==> src/rtl/map9_job_sequencer_if.sv <==
// map9_job_sequencer_if -- bundled stream and core signals for map9_job_sequencer.
//
// Carries the operand input stream (in_valid/in_data/in_ready), the core
// issue/return signals (core_N/core_start, core_done/core_dp/core_sr), the
// result output stream (out_valid/out_ready/out_dp/out_sr/out_err) and the
// status outputs (busy, fifo_count).
//   slave  : the sequencer's view (drives in_ready, core_*, out_*, status)
//   master : the environment's view (drives operands, core returns, out_ready)
// DEPTH must match the sequencer's DEPTH so fifo_count widths agree.
interface map9_job_sequencer_if #(
   parameter int unsigned DEPTH = 4
);
   logic                    in_valid;
   logic [8:0]              in_data;
   logic                    in_ready;
   logic [8:0]              core_N;
   logic                    core_start;
   logic                    core_done;
   logic [8:0]              core_dp;
   logic [7:0]              core_sr;
   logic                    out_valid;
   logic                    out_ready;
   logic [8:0]              out_dp;
   logic [7:0]              out_sr;
   logic                    out_err;
   logic                    busy;
   logic [$clog2(DEPTH):0]  fifo_count;

   modport slave (
      input  in_valid, in_data, core_done, core_dp, core_sr, out_ready,
      output in_ready, core_N, core_start, out_valid, out_dp, out_sr, out_err,
             busy, fifo_count
   );

   modport master (
      output in_valid, in_data, core_done, core_dp, core_sr, out_ready,
      input  in_ready, core_N, core_start, out_valid, out_dp, out_sr, out_err,
             busy, fifo_count
   );
endinterface

==> src/rtl/map9_job_sequencer.sv <==
// map9_job_sequencer -- job front-end for the map9v3 core.
//
// Operands arrive on a valid/ready stream into a DEPTH-entry FIFO. The FSM
// pops one at a time into core_N with a one-cycle core_start pulse, skips any
// stale done left by the previous job, waits for done, then captures
// core_dp/core_sr into a result register offered on a valid/ready stream.
//
// Ports:
//   clock  - sole clock, rising edge
//   reset  - asynchronous, active-low
//   bus    - map9_job_sequencer_if.slave: in_*, core_*, out_*, busy, fifo_count
//
// Parameters:
//   DEPTH   - FIFO depth, power of two >= 2
//   TIMEOUT - per-job watchdog limit in wait cycles
//
// Optional feature: define MAP9_SEQ_TIMEOUT_EN to build the watchdog. Without
// it no counter exists, out_err is tied 0 and the FSM may wait indefinitely.
module map9_job_sequencer #(
   parameter int unsigned DEPTH   = 4,
   parameter int unsigned TIMEOUT = 1023
) (
   input  logic                      clock,
   input  logic                      reset,
   map9_job_sequencer_if.slave       bus
);

   localparam int unsigned AW = $clog2(DEPTH);
   localparam int unsigned CW = AW + 1;

   if (DEPTH < 2 || (DEPTH & (DEPTH - 1)) != 0 || TIMEOUT < 1) begin : g_bad_params
      $error("map9_job_sequencer: DEPTH must be a power of two >= 2 and TIMEOUT >= 1");
   end

   typedef enum logic [1:0] {
      S_IDLE,
      S_ISSUE,
      S_WAIT_CLR,
      S_WAIT_DONE
   } state_t;

   state_t          state;

   // FIFO storage and pointers
   logic [8:0]      mem [DEPTH];
   logic [AW-1:0]   wr_ptr;
   logic [AW-1:0]   rd_ptr;
   logic [CW-1:0]   count;
   logic            in_ready;
   logic            push;
   logic            pop;

   // registered outputs
   logic [8:0]      core_n_q;
   logic            start_q;
   logic            out_valid_q;
   logic [8:0]      out_dp_q;
   logic [7:0]      out_sr_q;

   logic            slot_free;
   logic            done_hit;
   logic            capture;

`ifdef MAP9_SEQ_TIMEOUT_EN
   localparam int unsigned TW = $clog2(TIMEOUT + 1);
   logic [TW-1:0]   tcnt;
   logic            waiting;
   logic            timed_out;
   logic            out_err_q;
   logic            cap_err;
`endif

   assign in_ready = (count != CW'(DEPTH));
   assign push     = bus.in_valid && in_ready;
   assign pop      = (state == S_IDLE) && (count != '0);

   always_comb begin
      slot_free = !out_valid_q || bus.out_ready;
      done_hit  = (state == S_WAIT_DONE) && bus.core_done;
`ifdef MAP9_SEQ_TIMEOUT_EN
      waiting   = (state == S_WAIT_CLR) || (state == S_WAIT_DONE);
      // Fires on the wait cycle whose increment would bring the count to TIMEOUT.
      timed_out = waiting && (tcnt == TW'(TIMEOUT - 1));
      capture   = slot_free && (done_hit || timed_out);
      cap_err   = !done_hit;
`else
      capture   = slot_free && done_hit;
`endif
   end

   always_ff @(posedge clock) begin
      if (push) begin
         mem[wr_ptr] <= bus.in_data;
      end
   end

   always_ff @(posedge clock or negedge reset) begin
      if (!reset) begin
         wr_ptr <= '0;
         rd_ptr <= '0;
         count  <= '0;
      end else begin
         if (push) begin
            wr_ptr <= wr_ptr + AW'(1);
         end
         if (pop) begin
            rd_ptr <= rd_ptr + AW'(1);
         end
         case ({push, pop})
            2'b10:   count <= count + CW'(1);
            2'b01:   count <= count - CW'(1);
            default: count <= count;
         endcase
      end
   end

   always_ff @(posedge clock or negedge reset) begin
      if (!reset) begin
         state       <= S_IDLE;
         core_n_q    <= '0;
         start_q     <= 1'b0;
         out_valid_q <= 1'b0;
         out_dp_q    <= '0;
         out_sr_q    <= '0;
`ifdef MAP9_SEQ_TIMEOUT_EN
         out_err_q   <= 1'b0;
         tcnt        <= '0;
`endif
      end else begin
         start_q <= 1'b0;

         // A capture on the same edge as a consume keeps out_valid high.
         if (capture) begin
            out_valid_q <= 1'b1;
            out_dp_q    <= bus.core_dp;
            out_sr_q    <= bus.core_sr;
`ifdef MAP9_SEQ_TIMEOUT_EN
            out_err_q   <= cap_err;
`endif
         end else if (out_valid_q && bus.out_ready) begin
            out_valid_q <= 1'b0;
         end

`ifdef MAP9_SEQ_TIMEOUT_EN
         if (state == S_ISSUE) begin
            tcnt <= '0;
         end else if (waiting && !timed_out) begin
            tcnt <= tcnt + TW'(1);
         end
`endif

         case (state)
            S_IDLE: begin
               if (pop) begin
                  core_n_q <= mem[rd_ptr];
                  start_q  <= 1'b1;
                  state    <= S_ISSUE;
               end
            end
            S_ISSUE: begin
               state <= S_WAIT_CLR;
            end
            S_WAIT_CLR: begin
               // done still high here belongs to the previous job
               if (capture) begin
                  state <= S_IDLE;
               end else if (!bus.core_done) begin
                  state <= S_WAIT_DONE;
               end
            end
            S_WAIT_DONE: begin
               if (capture) begin
                  state <= S_IDLE;
               end
            end
            default: state <= S_IDLE;
         endcase
      end
   end

   assign bus.in_ready   = in_ready;
   assign bus.core_N     = core_n_q;
   assign bus.core_start = start_q;
   assign bus.out_valid  = out_valid_q;
   assign bus.out_dp     = out_dp_q;
   assign bus.out_sr     = out_sr_q;
`ifdef MAP9_SEQ_TIMEOUT_EN
   assign bus.out_err    = out_err_q;
`else
   assign bus.out_err    = 1'b0;
`endif
   assign bus.busy       = (state != S_IDLE) || (count != '0);
   assign bus.fifo_count = count;

endmodule
==> src/flat_wrapper.sv <==
// flat-port wrapper written by rule: the top's interface ports become plain ports
module map9_job_sequencer_flat 
#(
   parameter int unsigned DEPTH   = 4,
   parameter int unsigned TIMEOUT = 1023
)
  (clock, reset, bus_in_valid, bus_in_data, bus_core_done, bus_core_dp, bus_core_sr, bus_out_ready, bus_in_ready, bus_core_N, bus_core_start, bus_out_valid, bus_out_dp, bus_out_sr, bus_out_err, bus_busy, bus_fifo_count);
  map9_job_sequencer_if #(.DEPTH(DEPTH)) bus_i ();
  input  logic clock;
  input  logic reset;
  input wire logic [$bits(bus_i.in_valid)-1:0] bus_in_valid;
  input wire logic [$bits(bus_i.in_data)-1:0] bus_in_data;
  input wire logic [$bits(bus_i.core_done)-1:0] bus_core_done;
  input wire logic [$bits(bus_i.core_dp)-1:0] bus_core_dp;
  input wire logic [$bits(bus_i.core_sr)-1:0] bus_core_sr;
  input wire logic [$bits(bus_i.out_ready)-1:0] bus_out_ready;
  output wire logic [$bits(bus_i.in_ready)-1:0] bus_in_ready;
  output wire logic [$bits(bus_i.core_N)-1:0] bus_core_N;
  output wire logic [$bits(bus_i.core_start)-1:0] bus_core_start;
  output wire logic [$bits(bus_i.out_valid)-1:0] bus_out_valid;
  output wire logic [$bits(bus_i.out_dp)-1:0] bus_out_dp;
  output wire logic [$bits(bus_i.out_sr)-1:0] bus_out_sr;
  output wire logic [$bits(bus_i.out_err)-1:0] bus_out_err;
  output wire logic [$bits(bus_i.busy)-1:0] bus_busy;
  output wire logic [$bits(bus_i.fifo_count)-1:0] bus_fifo_count;
  assign bus_i.in_valid = bus_in_valid;
  assign bus_i.in_data = bus_in_data;
  assign bus_i.core_done = bus_core_done;
  assign bus_i.core_dp = bus_core_dp;
  assign bus_i.core_sr = bus_core_sr;
  assign bus_i.out_ready = bus_out_ready;
  assign bus_in_ready = bus_i.in_ready;
  assign bus_core_N = bus_i.core_N;
  assign bus_core_start = bus_i.core_start;
  assign bus_out_valid = bus_i.out_valid;
  assign bus_out_dp = bus_i.out_dp;
  assign bus_out_sr = bus_i.out_sr;
  assign bus_out_err = bus_i.out_err;
  assign bus_busy = bus_i.busy;
  assign bus_fifo_count = bus_i.fifo_count;
  map9_job_sequencer #(.DEPTH(DEPTH), .TIMEOUT(TIMEOUT)) u_core (.clock(clock), .reset(reset), .bus(bus_i));
endmodule
==> config.mk <==
export PLATFORM = sky130hd
export DESIGN_NAME = map9_job_sequencer_flat
export DESIGN_NICKNAME = d
export VERILOG_FILES = /design/src/rtl/map9_job_sequencer_if.sv /design/src/rtl/map9_job_sequencer.sv /design/src/flat_wrapper.sv
export SDC_FILE = /design/constraint.sdc
export NUM_CORES = 1
export LEC_CHECK = 0
export CAP_MARGIN = 30
export CORE_MARGIN = 3
export CORE_UTILIZATION = 50
export DETAILED_ROUTE_END_ITERATION = 12
export PLACE_DENSITY = 0.79
export SYNTH_ARGS = -nofsm -noshare
export SYNTH_HDL_FRONTEND = slang
export SYNTH_SLANG_ARGS = --single-unit
export TNS_END_PERCENT = 1
==> constraint.sdc <==
create_clock -name clock -period 2.8 [get_ports clock]
set_input_delay 0.56 -clock clock [delete_from_list [all_inputs] [get_ports clock]]
set_output_delay 0.56 -clock clock [all_outputs]
set_load 0.005 [all_outputs]
### Word level (Yosys, flattened, before mapping)

Memories as Yosys holds them, arrays and structs flattened. A register that Yosys moved wholly into a read port is not among the register bits.
Cells that the tools add are included.

* flip-flop bits (word level): 28
* bits in writable memories: 36
* bits of input ports: 31
* output and inout bits: 34
* word-level logic and storage cells: 50
* memories: 1

Memory list
* u_core.mem: words 4, width 9, rd ports 1, clocked after Yosys merged registers in 1, write ports 1, line map9_job_sequencer.sv:45 `logic [8:0] mem [DEPTH];`

* add/subtract/negate cells: 4
* equal/unequal tests: 9
* multiplexer cells: 12
* reductions and logical operators: 16

Operator list (count)
* $mux 2: 4
* $pmux 2 s4: 1
* $eq 2x2->1 const B: 3
* $mux 1: 6
* $pmux 3 s2: 1
* $reduce_bool 2->1: 3
* $logic_and 1x1->1: 5
* $add 2x1->2 const B: 2
* $eq 2x1->1 const B: 2
* $ne 2x1->1 const B: 2
* $add 3x1->3 const B: 1
* $ne 3x2->1 const B: 1
* $ne 3x3->1 const B: 1
* $reduce_and 3->1: 1
* $reduce_bool 3->1: 1
* $sub 3x1->3 const B: 1
* $logic_not 1->1: 2
* $logic_not 2->1: 1
* $logic_or 1x1->1: 2
* $reduce_and 2->1: 1

### Depth between registers and ports, before layout

Gate-level depths: netlist of the first run.

* word-level depth: 5
* mapped depth: 11
* mapped depth without buffers: 10

### Worst setup path after synthesis of the first run

No wires, ideal clock.

* kind: register -> register
* start: register u_core.state[0]
* end: register u_core.count[2], in the netlist u_core.bus.fifo_count[2]
* arrival: 1.939 ns
* required time: 2.721 ns
* setup slack: 0.782 ns
* cell stages (with the launch flop): 12
* period minus slack after synthesis: 2.018 ns
* path through: dfrtp_1 -> inv_1 -> ha_1 -> nand2b_1 -> inv_2 -> buf_6 -> ha_1 -> inv_1 -> fa_1 -> xor2_1 -> nor2_1 -> xor2_1

* cells in the longest elaborated chain, start to end: 4
* elaborated cells on any way between the ends: 6
* classes of those cells: eq/ne (2); mux (1); reduce/logical (3)

Ends and longest elaborated chain
* start, declared: line map9_job_sequencer.sv:42 `state_t state;`
* start signal, assigned: line map9_job_sequencer.sv:119 `state <= S_IDLE;`
* start signal, assigned: line map9_job_sequencer.sv:157 `state <= S_ISSUE;`
* start signal, assigned: line map9_job_sequencer.sv:161 `state <= S_WAIT_CLR;`
* $logic_not 2->1 (*): line map9_job_sequencer.sv:75 `assign pop = (state == S_IDLE) && (count != '0);`
* $logic_and 1x1->1 (*): line map9_job_sequencer.sv:75
* net u_core.pop: line map9_job_sequencer.sv:51 `logic pop;`
* $eq 2x1->1 / $eq 2x2->1 (equally long branches): line map9_job_sequencer.sv:109 `case ({push, pop})`
* $pmux 3 s2 / $reduce_bool 2->1 (equally long branches)
* end signal, assigned: line map9_job_sequencer.sv:110 `2'b10: count <= count + CW'(1);`
* end signal, assigned: line map9_job_sequencer.sv:111 `2'b01: count <= count - CW'(1);`
* end signal, assigned: line map9_job_sequencer.sv:112 `default: count <= count;`
* end, declared: line map9_job_sequencer.sv:48 `logic [CW-1:0] count;`

The timed path passes the listed nets; every way through them passes the cells marked *.
A chain may end at the register's enable or synchronous reset.

### Worst setup path after layout of the first run

* start: register u_core.state[1]
* end: output bus_busy

* cells in the longest elaborated chain, start to end: 2

Ends and longest elaborated chain
* $reduce_bool 2->1: line map9_job_sequencer.sv:192 `assign bus.busy = (state != S_IDLE) || (count != '0);`
* $logic_or 1x1->1: line map9_job_sequencer.sv:192
* end, declared: line flat_wrapper.sv:24 `output wire logic [$bits(bus_i.busy)-1:0] bus_busy;`

Every way passes these cells.

==> results.md, run 1 <==
* DR iter-0 viols at 60
* Sequential area share after synthesis at 67.7%
* Insertion delay to the later sink of the worst-skew pair at 0.34 ns
* Die width at 83.0 µm
* F_max at 0.452 GHz
* Pin count of the biggest net entering global routing at 38
* Crit path time final at 2.21 ns
* DP HPWL at 3590 µm
* #FFs+latches synth at 73
* Initial Util at 52.9%
* Critical-path top delay cell: clkdlybuf4s50_1
* Reg area at 2010 µm²
* Met3 wire length at 192 µm
* Critical Path RT at 2.24 ns
* PortBufs at 63
* Avg WL per Cell at 17.0 µm
* Nets at 277
* Post-CTS Hold Fix Bufs at 0
* Max_slew headroom at 43.7%
* Routed WL at 5290 µm
* Critical path depth at 4
* Crit path kind: flop to primary output
* Post-CTS Resized at 0
* DP Cell Count at 296
* Placer Congestion at 0.713
* Hold crit path type: input port to async pin
* Top post-synthesis cells by area: edfxtp_1, dfrtp_1, mux2_2, mux4_2, ha_1
* Final Slew Violations at 0
* DR top layer: met4
* H-Tree Depth at 3
* Fin. Hold Viols at 0
* DRT Pass-1 Iters at 4
* Post-route cell area at 3850 µm²
* Tcrit/Tclk final at 79.0%
* Layout cell share with drive strength beyond 1 at 22.1%
* Clock sink total at 73
* Synth top area share at 36.5%
* Peak supply drop at 645 µV
* Avg Cell Area, Syn at 18.1 µm²
* Total gr overflow at 0
* Area delta synth->final at 29.9%
* Yosys cell types at 28
* Mapped Area at 2960 µm²
* DRC viols at 0
* First-pass GRT wire length at 8940 µm
* Core Rows at 27
* Met1 Wirelength at 2300 µm
* Die height at 83.0 µm
* Static Leak at 1.53 nW
* Met2 wire len at 2750 µm
* Top Family by Delay on Critical Path: buffers and inverters
* Final core occ at 68.7%
* IO Pins at 65
* Most frequent cells in the layout: clkdlybuf4s50_1, dfrtp_1, edfxtp_1
* Max Clock Skew at 0.0123 ns
* Tightest Pin Transition at 0.845 ns
* Max FO, Critical Path at 5
* Max Cap Violations at 0
* Yosys warns at 0
* CTS tree: built
* Cell Pwr Density at 1090 nW/µm²
* CP cell instances: inv_1 -> ha_1 -> nand2_1 -> clkdlybuf4s50_1
* Multi-input combinational cell area at 870 µm²
* Vias in the first global route at 1733
* Fill count at 408
* Worst path arrival time at 1.65 ns
* Cells after Synth at 164
* Status: complete, no violations
* Synthesized net count at 206
* Startpoint types: flop
* Worst Reg-to-Reg Cells at 10
* Yosys top cell by area: edfxtp_1
* RSZ-0062 raised after global routing: false
* Post-CTS Setup Inserts at 0
* Initial antenna violation count at 0
* Via count at 1566
* Antenna viol nets, final at 0
* Via/cell ratio at 5.02
* CTS Root Cell: clkbuf_8
* CP bufs+invs at 2
* Critical path endpoint category: primary output
* CP peak stage delay at 0.52 ns
* Finish-stage setup viols at 0
* Placed cell area at 3650 µm²
* CTS clk-pin slew, worst paths at 0.07 ns
* Most common cell after layout, fill and taps aside: clkdlybuf4s50_1
* Total track usage at 16.9%
* Post-route insts no fill at 312
* # diodes at 0
* CTS max path bufs at 2
* Setup TNS at 0 ns
* Core ar. at 5610 µm²
* TritonCTS Buffers at 9
* Hold Worst Slack at 0.330 ns
* Die area at 6890 µm²
metrics by stage:
step	setup WS, ns	power [mW]
floorplan	0.782	2.69
global placement	0.480	3.35
detailed placement	0.439	3.40
CTS	0.549	4.26
global route	0.458	4.49
finish	0.587	4.20
worst reg2reg max path, delay by kind of cell, from the launching register on:
kind | cells | cell delay, ns
and+or+nand+nor | 3 | 0.54
adders and majority gates | 2 | 0.53
DFF | 1 | 0.43
xor gates and xnor gates | 2 | 0.30
buffers and inverters | 3 | 0.24
state kept, by name, summed over array words and instances, names as in the netlist:
name and cells:
u_core.bus.out_sr 8, u_core.bus.out_dp 9, u_core.bus.fifo_count 3, u_core.bus.core_start 1, u_core.bus.core_N 9, u_core.bus.out_valid 1
u_core.wr_ptr 2, u_core.state 2, u_core.rd_ptr 2, u_core.mem 36
kinds of logic (layout without fill, tap and decap cells):
| kind of cell | Yosys count | in the layout | synth area share, % |
|---|---|---|---|
| DFF | 73 | 73 | 67.7 |
| muxes | 38 | 38 | 19.0 |
| buffers and inverters | 16 | 92 | 2.95 |
| and+or+nand+nor | 14 | 14 | 2.53 |
| adders and majority gates | 11 | 11 | 4.90 |
| xor gates and xnor gates | 6 | 6 | 1.77 |
| AOI/OAI and AO/OA | 5 | 5 | 1.06 |
| other | 1 | 1 | 0.127 |
cell type report:
type	count	area share [%]
clock inverter	5	1.85
timing repair buffer	65	16.6
inverter	11	1.07
tap	72	2.34
sequential	73	52.1
multi-input combinational	75	22.6
clock buffer	11	3.41
worst paths after layout:
path	from	end	slack, ns
hold reg to reg	u_core.bus.out_sr[7]	u_core.bus.out_sr[7]	0.51
setup / recovery	u_core.state[1]	bus_busy	0.59
setup reg to reg	u_core.bus.fifo_count[0]	u_core.bus.fifo_count[2]	0.67
max in group asynchronous	reset	u_core.bus.core_N[8]	1.93
hold / removal	reset	u_core.bus.out_sr[6]	0.33
min in group clock	u_core.bus.out_sr[7]	u_core.bus.out_sr[7]	0.51
routing by layer:
metal  vias up  track usage [%]
met5         -                0
met2        33             26.9
met4         0             6.69
met3         4             5.16
li1        732                -
met1       797             21.7
report_power, final:
part	total (mW)	internal (mW)	switching, mW
clock	0.844	0.494	0.350
sequential	1.78	1.53	0.258
combinational	1.57	1.02	0.554
total	4.20	3.04	1.16
synthesized netlist by cell type (all sizes together):
library cell and count:
nand2b 1, inv 11, a21oi 2, nand3 1, o21ai 2, edfxtp 36
xnor2 4, o21a 1, and3 4, clkbuf 1, nand2 4, xor2 2
dfrtp 37, mux2i 1, buf 4, nor2 2, ha 10, mux2 28
conb 1, mux4 9, nor3 1, and2 1, fa 1
(Power assumes the default switching activity.)
==> run 2: changes to the inputs <==
==> constraint.sdc (replaced) <==
create_clock -name clock -period 2.2 [get_ports clock]
set_input_delay 0.44 -clock clock [delete_from_list [all_inputs] [get_ports clock]]
set_output_delay 0.44 -clock clock [all_outputs]
set_load 0.005 [all_outputs]
==> run 2 against run 1 <==
Clock power is 45% higher. Wire length is 1.3% lower. Sequential power is 27% higher. Combinational power is 31% higher. Setup slack worse by 0.45 ns. Global-route usage hardly changed. Core utilization is 1.5 points higher. Critical path depth stayed put.
==> results.md, run 2 (same netlist as run 1, synthesis figures left out) <==
* Status: complete, no violations
* Critical Path RT at 1.76 ns (-0.48 ns)
* Die width at 83.0 µm (unchanged)
* Most common cell after layout, fill and taps aside: clkdlybuf4s50_1
* Layout cell share with drive strength beyond 1 at 25.6% (+3.5 points)
* Avg WL per Cell at 16.4 µm (-3.2%)
* DP HPWL at 3940 µm (+9.8%)
* Total track usage at 16.9% (about the same)
* Nets at 283 (+2.2%)
* Insertion delay to the later sink of the worst-skew pair at 0.33 ns (about the same)
* Post-CTS Setup Inserts at 0 (unchanged)
* Max Cap Violations at 0 (unchanged)
* DR iter-0 viols at 54 (-10%)
* Die area at 6890 µm² (unchanged)
* Worst r2r src: u_core.bus.fifo_count[1]
* CTS max path bufs at 2 (unchanged)
* Critical Path Start: u_core.state[1]
* Met2 Use GR at 27.8% (+0.87 points)
* Initial antenna violation count at 0 (unchanged)
* Pin count of the biggest net entering global routing at 18 (-53%)
* Most frequent cells in the layout: clkdlybuf4s50_1, dfrtp_1, edfxtp_1
* Total gr overflow at 0 (unchanged)
* Via count at 1571 (+0.32%)
* H-Tree Depth at 3 (unchanged)
* RSZ-0062 raised after global routing: false
* Critical path endpoint category: primary output
* CTS tree: built
* Grt met3 use at 6.15% (+0.99 points)
* Fin. Hold Viols at 0 (unchanged)
* Crit path kind: flop to primary output
* Die height at 83.0 µm (unchanged)
* DRC viols at 0 (unchanged)
* First-pass GRT wire length at 8740 µm (-2.2%)
* Final Slew Violations at 0 (unchanged)
* Crit path time final at 2.07 ns
* Area delta synth->final at 32.8%
* Hold crit path type: flop to flop
* Busiest grt layer: met2
* Max FO, Critical Path at 5 (unchanged)
* Overall power at 5.52 mW (+31%)
* Core ar. at 5610 µm² (unchanged)
* Tcrit/Tclk final at 93.9%
* Routed WL at 5220 µm (-1.3%)
* Max Clock Skew at 0.0111 ns (-0.00124 ns)
* Antenna viol nets, final at 0 (unchanged)
* CTS clk-pin slew, worst paths at 0.07 ns (about the same)
* Clock sink total at 73 (unchanged)
* Setup TNS at 0 ns (unchanged)
* Via/cell ratio at 4.94 (-1.6%)
* Top reg by flops: u_core.mem
* Startpoint types: flop
* Max FFs per register at 36 (unchanged)
* Worst path arrival time at 1.63 ns (-0.02 ns)
* Static Leak at 1.58 nW (+3.0%)
* Placer Congestion at 0.698 (-2.0%)
* PortBufs at 63 (unchanged)
* Initial Util at 52.9% (unchanged)
* TritonCTS Buffers at 9 (unchanged)
* Met1 usage in global routing at 20.4% (-1.3 points)
* Vias in the first global route at 1656 (-4.4%)
* DRT Pass-1 Iters at 4 (unchanged)
* Hold path startpoint: u_core.bus.out_sr[6]
* Core Rows at 27 (unchanged)
* Finish-stage setup viols at 0 (unchanged)
* CTS Root Cell: clkbuf_8
* # diodes at 0 (unchanged)
* Peak supply drop at 857 µV (+33%)
* IO Pins at 65 (unchanged)
* F_max at 0.484 GHz
* Cell Pwr Density at 1400 nW/µm² (+29%)
-- run 2: cell type report --
class / instances / area [µm²]
Fill cell: 375 / 1670
Tap cell: 72 / 90.1
Clock buffer: 11 / 131
Sequential cell: 73 / 2010
Timing Repair Buffer: 71 / 688
Multi-Input combinational cell: 75 / 875
Inverter: 11 / 41.3
Clock inverter: 5 / 104
-- run 2: metrics by stage --
stage	instances	instance area, µm²	utilization [%]	worst slack, ns	hold slack [ns]
2_1_floorplan	164	2960	-	0.182	0.144
3_3_place_gp	301	3690	65.7	0.0912	0.358
3_5_place_dp	301	3690	65.7	0.0130	0.354
4_1_cts	318	3930	70.1	0.0868	0.510
5_1_grt	318	3940	70.2	0.00113	0.517
6_report	318	3940	70.2	0.133	0.507
-- run 2: critical path, stage by stage (launching register included) --
cell             delay [ns]
dfrtp_1                0.42
inv_1                  0.08
ha_1                   0.19
nand2_1                0.10
clkdlybuf4s50_1        0.51
-- run 2: path summary, 6_finish.rpt --
kind / to / slack (ns) / cells after the start
worst max-delay path: bus_busy / 0.13 / 4
worst min-delay path: u_core.bus.out_sr[6] / 0.51 / 1
worst max register to register: u_core.bus.fifo_count[2] / 0.19 / 10
worst min register to register: u_core.bus.out_sr[6] / 0.51 / 1
max in group asynchronous: u_core.rd_ptr[1] / 1.18 / 3
min in group asynchronous: u_core.bus.out_dp[7] / 0.53 / 2
-- run 2: timing repair --
action	4_1_cts	5_1_grt
setup endpoints to repair	0	1
gates resized for setup	0	2
hold buffers	1	0
hold endpoints to repair	13	0
-- run 2: metal layers --
| layer | part of all wire (%) | vias up |
|---|---|---|
| met2 | 54 | 24 |
| met5 | 0 | - |
| met1 | 41 | 799 |
| met4 | 1.1 | 0 |
| met3 | 4.0 | 7 |
| li1 | - | 741 |
-- run 2: power breakdown --
group          leakage [nW]  switching (mW)  internal (mW)
Sequential            0.769           0.314           1.94
Combinational         0.692           0.726           1.32
Clock                 0.118           0.461          0.754
==> run 3: changes to the inputs <==
--- a/config.mk
+++ b/config.mk
@@ -8,6 +8,7 @@
 export CAP_MARGIN = 30
 export CORE_MARGIN = 3
 export CORE_UTILIZATION = 50
+export CTS_CLUSTER_DIAMETER = 100
 export DETAILED_ROUTE_END_ITERATION = 12
 export PLACE_DENSITY = 0.79
 export SYNTH_ARGS = -nofsm -noshare
==> results of run 3 <==
The final DEF is identical to that of run 2; final timing and power are the same.
